`src/rtl/wb_arbiter_pkg.sv`:
```
// Shared types for the two-requester Wishbone arbiter.
// Owner state encoding and grant bit patterns.
package wb_arbiter_pkg;

    typedef enum logic [1:0] {
        IDLE = 2'd0,
        OWN0 = 2'd1,
        OWN1 = 2'd2,
        GAP  = 2'd3
    } arb_state_t;

    localparam logic [1:0] GNT_NONE = 2'b00;
    localparam logic [1:0] GNT_M0   = 2'b01;
    localparam logic [1:0] GNT_M1   = 2'b10;

    function automatic logic [1:0] gnt_of(arb_state_t s);
        case (s)
            OWN0:    return GNT_M0;
            OWN1:    return GNT_M1;
            default: return GNT_NONE;
        endcase
    endfunction

endpackage

```
`src/rtl/wshb_if.sv`:
```
// Wishbone classic bus bundle.
// master drives the request side, slave returns ack and read data.
interface wshb_if #(
    parameter int DATA_BYTES = 4,
    parameter int ADR_W      = 32
);
    logic                    cyc;
    logic                    stb;
    logic                    we;
    logic [DATA_BYTES-1:0]   sel;
    logic [ADR_W-1:0]        adr;
    logic [8*DATA_BYTES-1:0] dat_w;
    logic [8*DATA_BYTES-1:0] dat_r;
    logic                    ack;

    modport master (
        output cyc, stb, we, sel, adr, dat_w,
        input  dat_r, ack
    );

    modport slave (
        input  cyc, stb, we, sel, adr, dat_w,
        output dat_r, ack
    );
endinterface

```
`src/rtl/wb_arbiter_2m.sv`:
```
// Two-requester Wishbone arbiter with round-robin ties,
// a bus-release gap cycle and a stalled-slave watchdog.
module wb_arbiter_2m
    import wb_arbiter_pkg::*;
#(
    parameter int DATA_BYTES = 4,
    parameter int TIMEOUT    = 64
) (
    input  logic       clk,
    input  logic       rst,
    wshb_if.slave      wb_s0,
    wshb_if.slave      wb_s1,
    wshb_if.master     wb_m,
    output logic [1:0] grant,
    output logic       timeout_evt
);

    localparam int CW = $clog2(TIMEOUT + 1);
    localparam logic [CW-1:0] CNT_LAST = CW'(TIMEOUT - 1);

    arb_state_t state;
    arb_state_t state_nx;
    logic last_owner;
    logic lock0;
    logic lock1;
    logic [CW-1:0] cnt;

    logic own0;
    logic own1;
    logic own;
    logic req0;
    logic req1;
    logic pick1;
    logic owner_cyc;
    logic owner_stb;
    logic stall;
    logic [8*DATA_BYTES-1:0] rdata;

    assign own0  = (state == OWN0);
    assign own1  = (state == OWN1);
    assign own   = own0 | own1;
    assign req0  = wb_s0.cyc & ~lock0;
    assign req1  = wb_s1.cyc & ~lock1;
    assign pick1 = req1 & (~req0 | ~last_owner);
    assign rdata = wb_m.dat_r;

    assign owner_cyc = own0 ? wb_s0.cyc : wb_s1.cyc;
    assign owner_stb = own0 ? wb_s0.stb : wb_s1.stb;
    assign stall     = own & owner_cyc & owner_stb & ~wb_m.ack;

    // Fires on the TIMEOUT-th consecutive stalled owner cycle.
    assign timeout_evt = ~rst & stall & (cnt == CNT_LAST);

    always_comb begin
        state_nx = state;
        unique case (1'b1)
            own0: if (timeout_evt | ~wb_s0.cyc) state_nx = GAP;
            own1: if (timeout_evt | ~wb_s1.cyc) state_nx = GAP;
            default: begin
                if (req0 | req1) state_nx = pick1 ? OWN1 : OWN0;
                else             state_nx = IDLE;
            end
        endcase
    end

    always_ff @(posedge clk) begin
        if (rst) begin
            state      <= IDLE;
            grant      <= GNT_NONE;
            last_owner <= 1'b1;
            lock0      <= 1'b0;
            lock1      <= 1'b0;
            cnt        <= '0;
        end else begin
            state <= state_nx;
            grant <= gnt_of(state_nx);
            if (!own && state_nx == OWN0) last_owner <= 1'b0;
            if (!own && state_nx == OWN1) last_owner <= 1'b1;
            cnt   <= (stall && !timeout_evt) ? cnt + CW'(1) : '0;
            // Lockout holds until the requester is seen with cyc low.
            lock0 <= (timeout_evt & own0) | (lock0 & wb_s0.cyc);
            lock1 <= (timeout_evt & own1) | (lock1 & wb_s1.cyc);
        end
    end

    always_comb begin
        wb_m.cyc    = 1'b0;
        wb_m.stb    = 1'b0;
        wb_m.we     = 1'b0;
        wb_m.sel    = '0;
        wb_m.adr    = '0;
        wb_m.dat_w  = '0;
        wb_s0.ack   = 1'b0;
        wb_s0.dat_r = '0;
        wb_s1.ack   = 1'b0;
        wb_s1.dat_r = '0;
        unique case (1'b1)
            own0: begin
                wb_m.cyc    = wb_s0.cyc;
                wb_m.stb    = wb_s0.stb;
                wb_m.we     = wb_s0.we;
                wb_m.sel    = wb_s0.sel;
                wb_m.adr    = wb_s0.adr;
                wb_m.dat_w  = wb_s0.dat_w;
                wb_s0.ack   = wb_m.ack & ~rst;
                wb_s0.dat_r = rdata;
            end
            own1: begin
                wb_m.cyc    = wb_s1.cyc;
                wb_m.stb    = wb_s1.stb;
                wb_m.we     = wb_s1.we;
                wb_m.sel    = wb_s1.sel;
                wb_m.adr    = wb_s1.adr;
                wb_m.dat_w  = wb_s1.dat_w;
                wb_s1.ack   = wb_m.ack & ~rst;
                wb_s1.dat_r = rdata;
            end
            default: ;
        endcase
    end

endmodule

```
`src/flat_wrapper.sv`:
```
// flat-port wrapper written by rule: the top's interface ports become plain ports
module wb_arbiter_2m_flat import wb_arbiter_pkg::*;
#(
    parameter int DATA_BYTES = 4,
    parameter int TIMEOUT    = 64
)
  (clk, rst, grant, timeout_evt, wb_s0_cyc, wb_s0_stb, wb_s0_we, wb_s0_sel, wb_s0_adr, wb_s0_dat_w, wb_s0_dat_r, wb_s0_ack, wb_s1_cyc, wb_s1_stb, wb_s1_we, wb_s1_sel, wb_s1_adr, wb_s1_dat_w, wb_s1_dat_r, wb_s1_ack, wb_m_cyc, wb_m_stb, wb_m_we, wb_m_sel, wb_m_adr, wb_m_dat_w, wb_m_dat_r, wb_m_ack);
  wshb_if #(.DATA_BYTES(DATA_BYTES)) wb_s0_i ();
  wshb_if #(.DATA_BYTES(DATA_BYTES)) wb_s1_i ();
  wshb_if #(.DATA_BYTES(DATA_BYTES)) wb_m_i ();
  input  logic clk;
  input  logic rst;
  output logic [1:0] grant;
  output logic timeout_evt;
  input wire logic [$bits(wb_s0_i.cyc)-1:0] wb_s0_cyc;
  input wire logic [$bits(wb_s0_i.stb)-1:0] wb_s0_stb;
  input wire logic [$bits(wb_s0_i.we)-1:0] wb_s0_we;
  input wire logic [$bits(wb_s0_i.sel)-1:0] wb_s0_sel;
  input wire logic [$bits(wb_s0_i.adr)-1:0] wb_s0_adr;
  input wire logic [$bits(wb_s0_i.dat_w)-1:0] wb_s0_dat_w;
  output wire logic [$bits(wb_s0_i.dat_r)-1:0] wb_s0_dat_r;
  output wire logic [$bits(wb_s0_i.ack)-1:0] wb_s0_ack;
  input wire logic [$bits(wb_s1_i.cyc)-1:0] wb_s1_cyc;
  input wire logic [$bits(wb_s1_i.stb)-1:0] wb_s1_stb;
  input wire logic [$bits(wb_s1_i.we)-1:0] wb_s1_we;
  input wire logic [$bits(wb_s1_i.sel)-1:0] wb_s1_sel;
  input wire logic [$bits(wb_s1_i.adr)-1:0] wb_s1_adr;
  input wire logic [$bits(wb_s1_i.dat_w)-1:0] wb_s1_dat_w;
  output wire logic [$bits(wb_s1_i.dat_r)-1:0] wb_s1_dat_r;
  output wire logic [$bits(wb_s1_i.ack)-1:0] wb_s1_ack;
  output wire logic [$bits(wb_m_i.cyc)-1:0] wb_m_cyc;
  output wire logic [$bits(wb_m_i.stb)-1:0] wb_m_stb;
  output wire logic [$bits(wb_m_i.we)-1:0] wb_m_we;
  output wire logic [$bits(wb_m_i.sel)-1:0] wb_m_sel;
  output wire logic [$bits(wb_m_i.adr)-1:0] wb_m_adr;
  output wire logic [$bits(wb_m_i.dat_w)-1:0] wb_m_dat_w;
  input wire logic [$bits(wb_m_i.dat_r)-1:0] wb_m_dat_r;
  input wire logic [$bits(wb_m_i.ack)-1:0] wb_m_ack;
  assign wb_s0_i.cyc = wb_s0_cyc;
  assign wb_s0_i.stb = wb_s0_stb;
  assign wb_s0_i.we = wb_s0_we;
  assign wb_s0_i.sel = wb_s0_sel;
  assign wb_s0_i.adr = wb_s0_adr;
  assign wb_s0_i.dat_w = wb_s0_dat_w;
  assign wb_s0_dat_r = wb_s0_i.dat_r;
  assign wb_s0_ack = wb_s0_i.ack;
  assign wb_s1_i.cyc = wb_s1_cyc;
  assign wb_s1_i.stb = wb_s1_stb;
  assign wb_s1_i.we = wb_s1_we;
  assign wb_s1_i.sel = wb_s1_sel;
  assign wb_s1_i.adr = wb_s1_adr;
  assign wb_s1_i.dat_w = wb_s1_dat_w;
  assign wb_s1_dat_r = wb_s1_i.dat_r;
  assign wb_s1_ack = wb_s1_i.ack;
  assign wb_m_cyc = wb_m_i.cyc;
  assign wb_m_stb = wb_m_i.stb;
  assign wb_m_we = wb_m_i.we;
  assign wb_m_sel = wb_m_i.sel;
  assign wb_m_adr = wb_m_i.adr;
  assign wb_m_dat_w = wb_m_i.dat_w;
  assign wb_m_i.dat_r = wb_m_dat_r;
  assign wb_m_i.ack = wb_m_ack;
  wb_arbiter_2m #(.DATA_BYTES(DATA_BYTES), .TIMEOUT(TIMEOUT)) u_core (.clk(clk), .rst(rst), .wb_s0(wb_s0_i), .wb_s1(wb_s1_i), .wb_m(wb_m_i), .grant(grant), .timeout_evt(timeout_evt));
endmodule
```
`config.mk`:
```
export PLATFORM = sky130hd
export DESIGN_NAME = wb_arbiter_2m_flat
export DESIGN_NICKNAME = d
export VERILOG_FILES = /design/src/rtl/wb_arbiter_pkg.sv /design/src/rtl/wshb_if.sv /design/src/rtl/wb_arbiter_2m.sv /design/src/flat_wrapper.sv
export SDC_FILE = /design/constraint.sdc
export NUM_CORES = 1
export LEC_CHECK = 0
export ABC_AREA = 1
export CORE_AREA = 2 2 123 125
export CTS_BUF_LIST = sky130_fd_sc_hd__clkbuf_8
export DETAILED_ROUTE_END_ITERATION = 6
export DIE_AREA = 0 0 125 127
export GPL_ROUTABILITY_DRIVEN = 0
export PLACE_DENSITY = 0.59
export SLEW_MARGIN = 20
export SYNTH_ARGS = -nofsm -noshare
export SYNTH_HDL_FRONTEND = slang
export SYNTH_SLANG_ARGS = --single-unit
export TNS_END_PERCENT = 20
```
`constraint.sdc`:
```
create_clock -name clk -period 1.4 [get_ports clk]
set_input_delay 0.28 -clock clk [delete_from_list [all_inputs] [get_ports clk]]
set_output_delay 0.28 -clock clk [all_outputs]
set_load 0.02 [all_outputs]
```
==> results.yml <==
outcome:
  outcome: "complete, but fails checks"
  failed_checks: "negative setup slack"
logic_synthesis:
  yosysUniqueCellTypes: 20
  synthesis.nets: 649
  yosys_warnings: 0
  syn_area_per_cell_um2: 4.70
  yosysSeqAreaShare_pct: 12.8
  synthesis.area_mm2: 0.00219
  yosysTopAreaCell: "nand2_1"
  synth_top_area_share_pct: 39.0
  synth_area_leaders: "nand2_1 (39%), a21oi_1 (17%), inv_1 (13%)"
  synth-seq-cells: 14
  synthCells: 467
finish:
  n_antenna_cell: 0
  utilization_pct: 52.7
  final_layout_size_suffix_gt1_share_pct: 48.4
  fin_nets: 1022
  final_cell_count_no_fill: 1023
  design_area_mm2: 0.00761
  syn_to_final_growth_pct: 247
timing:
  slew_headroom_pct: 82.3
  slew_violations: 0
  hold_violations: 0
  fin_ws_ns: -0.480
  setup_viol: 152
  tightest_slew_ns: 0.264
  rsz0062_at_grt: "yes"
  fmax_mhz: 532
  fin_skew_ns: 0.00161
  fin_crit_sh_pct: 134
  holdWs_ns: 0.454
  period_minus_slack_ns: 1.88
global_route:
  grt_remaining_overflow: 0
  grtUsageTotal_pct: 16.8
  grt_start_max_net_pins: 36
  grt_pass1_wl_um: 22100
  antenna_found_initial: 0
  first_global_vias: 4115
place:
  preCtsSetupSlack_ns: -0.714
  dp_hpwl_um: 11500
  dp_cells: 978
  place_area_mm2: 0.00645
  io_buffers: 316
clock_tree:
  cts_root_buf: "clkbuf_8"
  clock_path_buffers: 2
  insertion_delay_ns: 0.24
  cts_buffers: 3
  clkSinkCount: 14
  h-tree-depth: 1
  clk_pin_slew_ns: 0.06
  cts_tree: "done"
detailed_routing:
  vias: 4341
  dr.pass1.iters: 4
  drcViolationCount: 0
  drtIter0Drc: 109
  wirelength_um: 16600
  ant_nets: 0
  wire_per_inst_um: 16.2
  vias_per_cell: 4.24
power_and_ir_drop:
  vdd_drop_max_mv: 0.376
  seqPwrFrac_pct: 8.6
  cellPowerDensity_mw_per_mm2: 665
  total_leakage_power_nw: 3.45
  p_sw_share_pct: 43.2
  p_comb_share_pct: 83.5
  intPower_mw: 2.87
  p_clk_share_pct: 7.8
  switchingPower_mw: 2.19
worst_setup_path:
  worstPathRequired_ns: 1.12
  cp_cell_sequence: "inv_4 > ha_4 > buf_8 > buf_6 > nand2_2 > nand2_2 > nor2_4 > nand2_2 > nor2_2 > buf_6"
  critPathMaxStageDelay_ns: 0.38
  cpMaxStageDelayCell: "dfxtp_4"
  end_kind: "primary output"
  worstSetupPathType: "reg -> out"
  cp_common_cell: "nand2_2"
  arrival_ns: 1.60
  startpoint_type: "flip-flop"
  cp_max_fo: 4
floorplanning:
  die-area_mm2: 0.0159
  die_w_um: 125
  placementRows: 44
  core_area_mm2: 0.0144
  start_util_pct: 15.2
  io_pins: 317
  die_h_um: 127
hold_path:
  hp-class: "reg -> reg"
job:
  drv_cap: 0
[synth_stat cells]
cell type / number
o211ai_1: 2
a21oi_1: 75
dfxtp_1: 14
nand3_1: 4
ha_1: 5
nor3_1: 2
inv_1: 75
nand2_1: 228
or2_1: 1
nand4_1: 2
buf_2: 15
buf_4: 1
inv_2: 4
clkbuf_1: 13
nand2_2: 2
nor2_1: 16
nor2_4: 1
buf_1: 3
xor2_1: 3
nor3b_1: 1
[worst max-delay path, delay by kind of cell (launching register included)]
family | cells | cell delay [ns]
adder cells (fa/ha/maj) | 1 | 0.17
buffers and inverters | 4 | 0.43
AND/OR/NAND/NOR | 5 | 0.37
flip-flops | 1 | 0.38
[metal layers]
metal	part of all wire (%)	track usage, %	vias up
met3	5.6	3.35	20
met1	41	19.9	2019
met5	0	0	-
li1	-	-	2140
met2	52	31.7	162
met4	1.4	2.94	0
[metrics by stage]
stage | setup TNS [ns] | power (mW)
2_1_floorplan | -10.34 | 2.05
3_3_place_gp | -78.12 | 3.43
3_5_place_dp | -81.23 | 3.46
4_1_cts | -54.28 | 4.33
5_1_grt | -62.34 | 5.31
6_report | -54.41 | 5.06
[power groups by stage]
stage	logic [mW]	registers, mW	clock network, mW
2_1_floorplan	1.60	0.451	0
3_3_place_gp	2.99	0.444	0
3_5_place_dp	3.02	0.444	0
4_1_cts	3.49	0.437	0.396
5_1_grt	4.45	0.440	0.419
6_report	4.23	0.437	0.395
[final timing paths]
kind | start | to | slack (ns) | depth (start not counted)
min reg2reg | u_core.lock1 | u_core.lock1 | 0.45 | 2
min | u_core.lock1 | u_core.lock1 | 0.45 | 2
max | u_core.state[1] | timeout_evt | -0.48 | 10
max reg2reg | u_core.state[1] | u_core.grant[1] | -0.37 | 14
[cells in the final DEF, fill, tap and decap left out, types with 3 or more instances in the layout]
cell,count
inv_2,26
xor2_1,3
buf_2,7
buf_16,7
a21oi_4,35
inv_1,50
a21oi_2,36
clkbuf_16,9
dfxtp_1,12
nor2_1,11
inv_4,3
nand2_4,11
a21oi_1,4
buf_4,51
nand3_1,3
clkbuf_8,4
buf_6,125
buf_12,17
nand2_1,163
clkdlybuf4s50_1,176
nand2_2,56
ha_1,3
nor2_2,4
buf_8,5
[state kept, by name, summed over array words and instances (netlist names)]
name               flops
u_core.cnt             7
u_core.grant           2
u_core.state           2
u_core.last_owner      1
u_core.lock0           1
u_core.lock1           1
[repair_timing]
action                                  4_1_cts  5_1_grt
cloned                                        6       11
hold buffers                                  0        0
pin swaps                                    11       23
resized for setup                           687      242
hold endpoints to repair                      0        0
setup buffers                                 6       18
endpoints found under the setup margin      153      154
[cells by family after synthesis]
group,synth area share (%)
DFF,12.8
xor gates and xnor gates,1.20
adders and majority gates,2.85
and+or+nand+nor,45.4
AOI/OAI and AO/OA,17.8
buffers and inverters,20.0
[cell type report]
type	instances	area [um2]
Clock buffer	4	55.1
Fill cell	1344	6820
Inverter	79	304
Multi-Input combinational cell	342	2280
Sequential cell	14	288
Tap cell	184	230
Timing Repair Buffer	400	4450
Note: power is estimated with default switching activity, not from simulation.
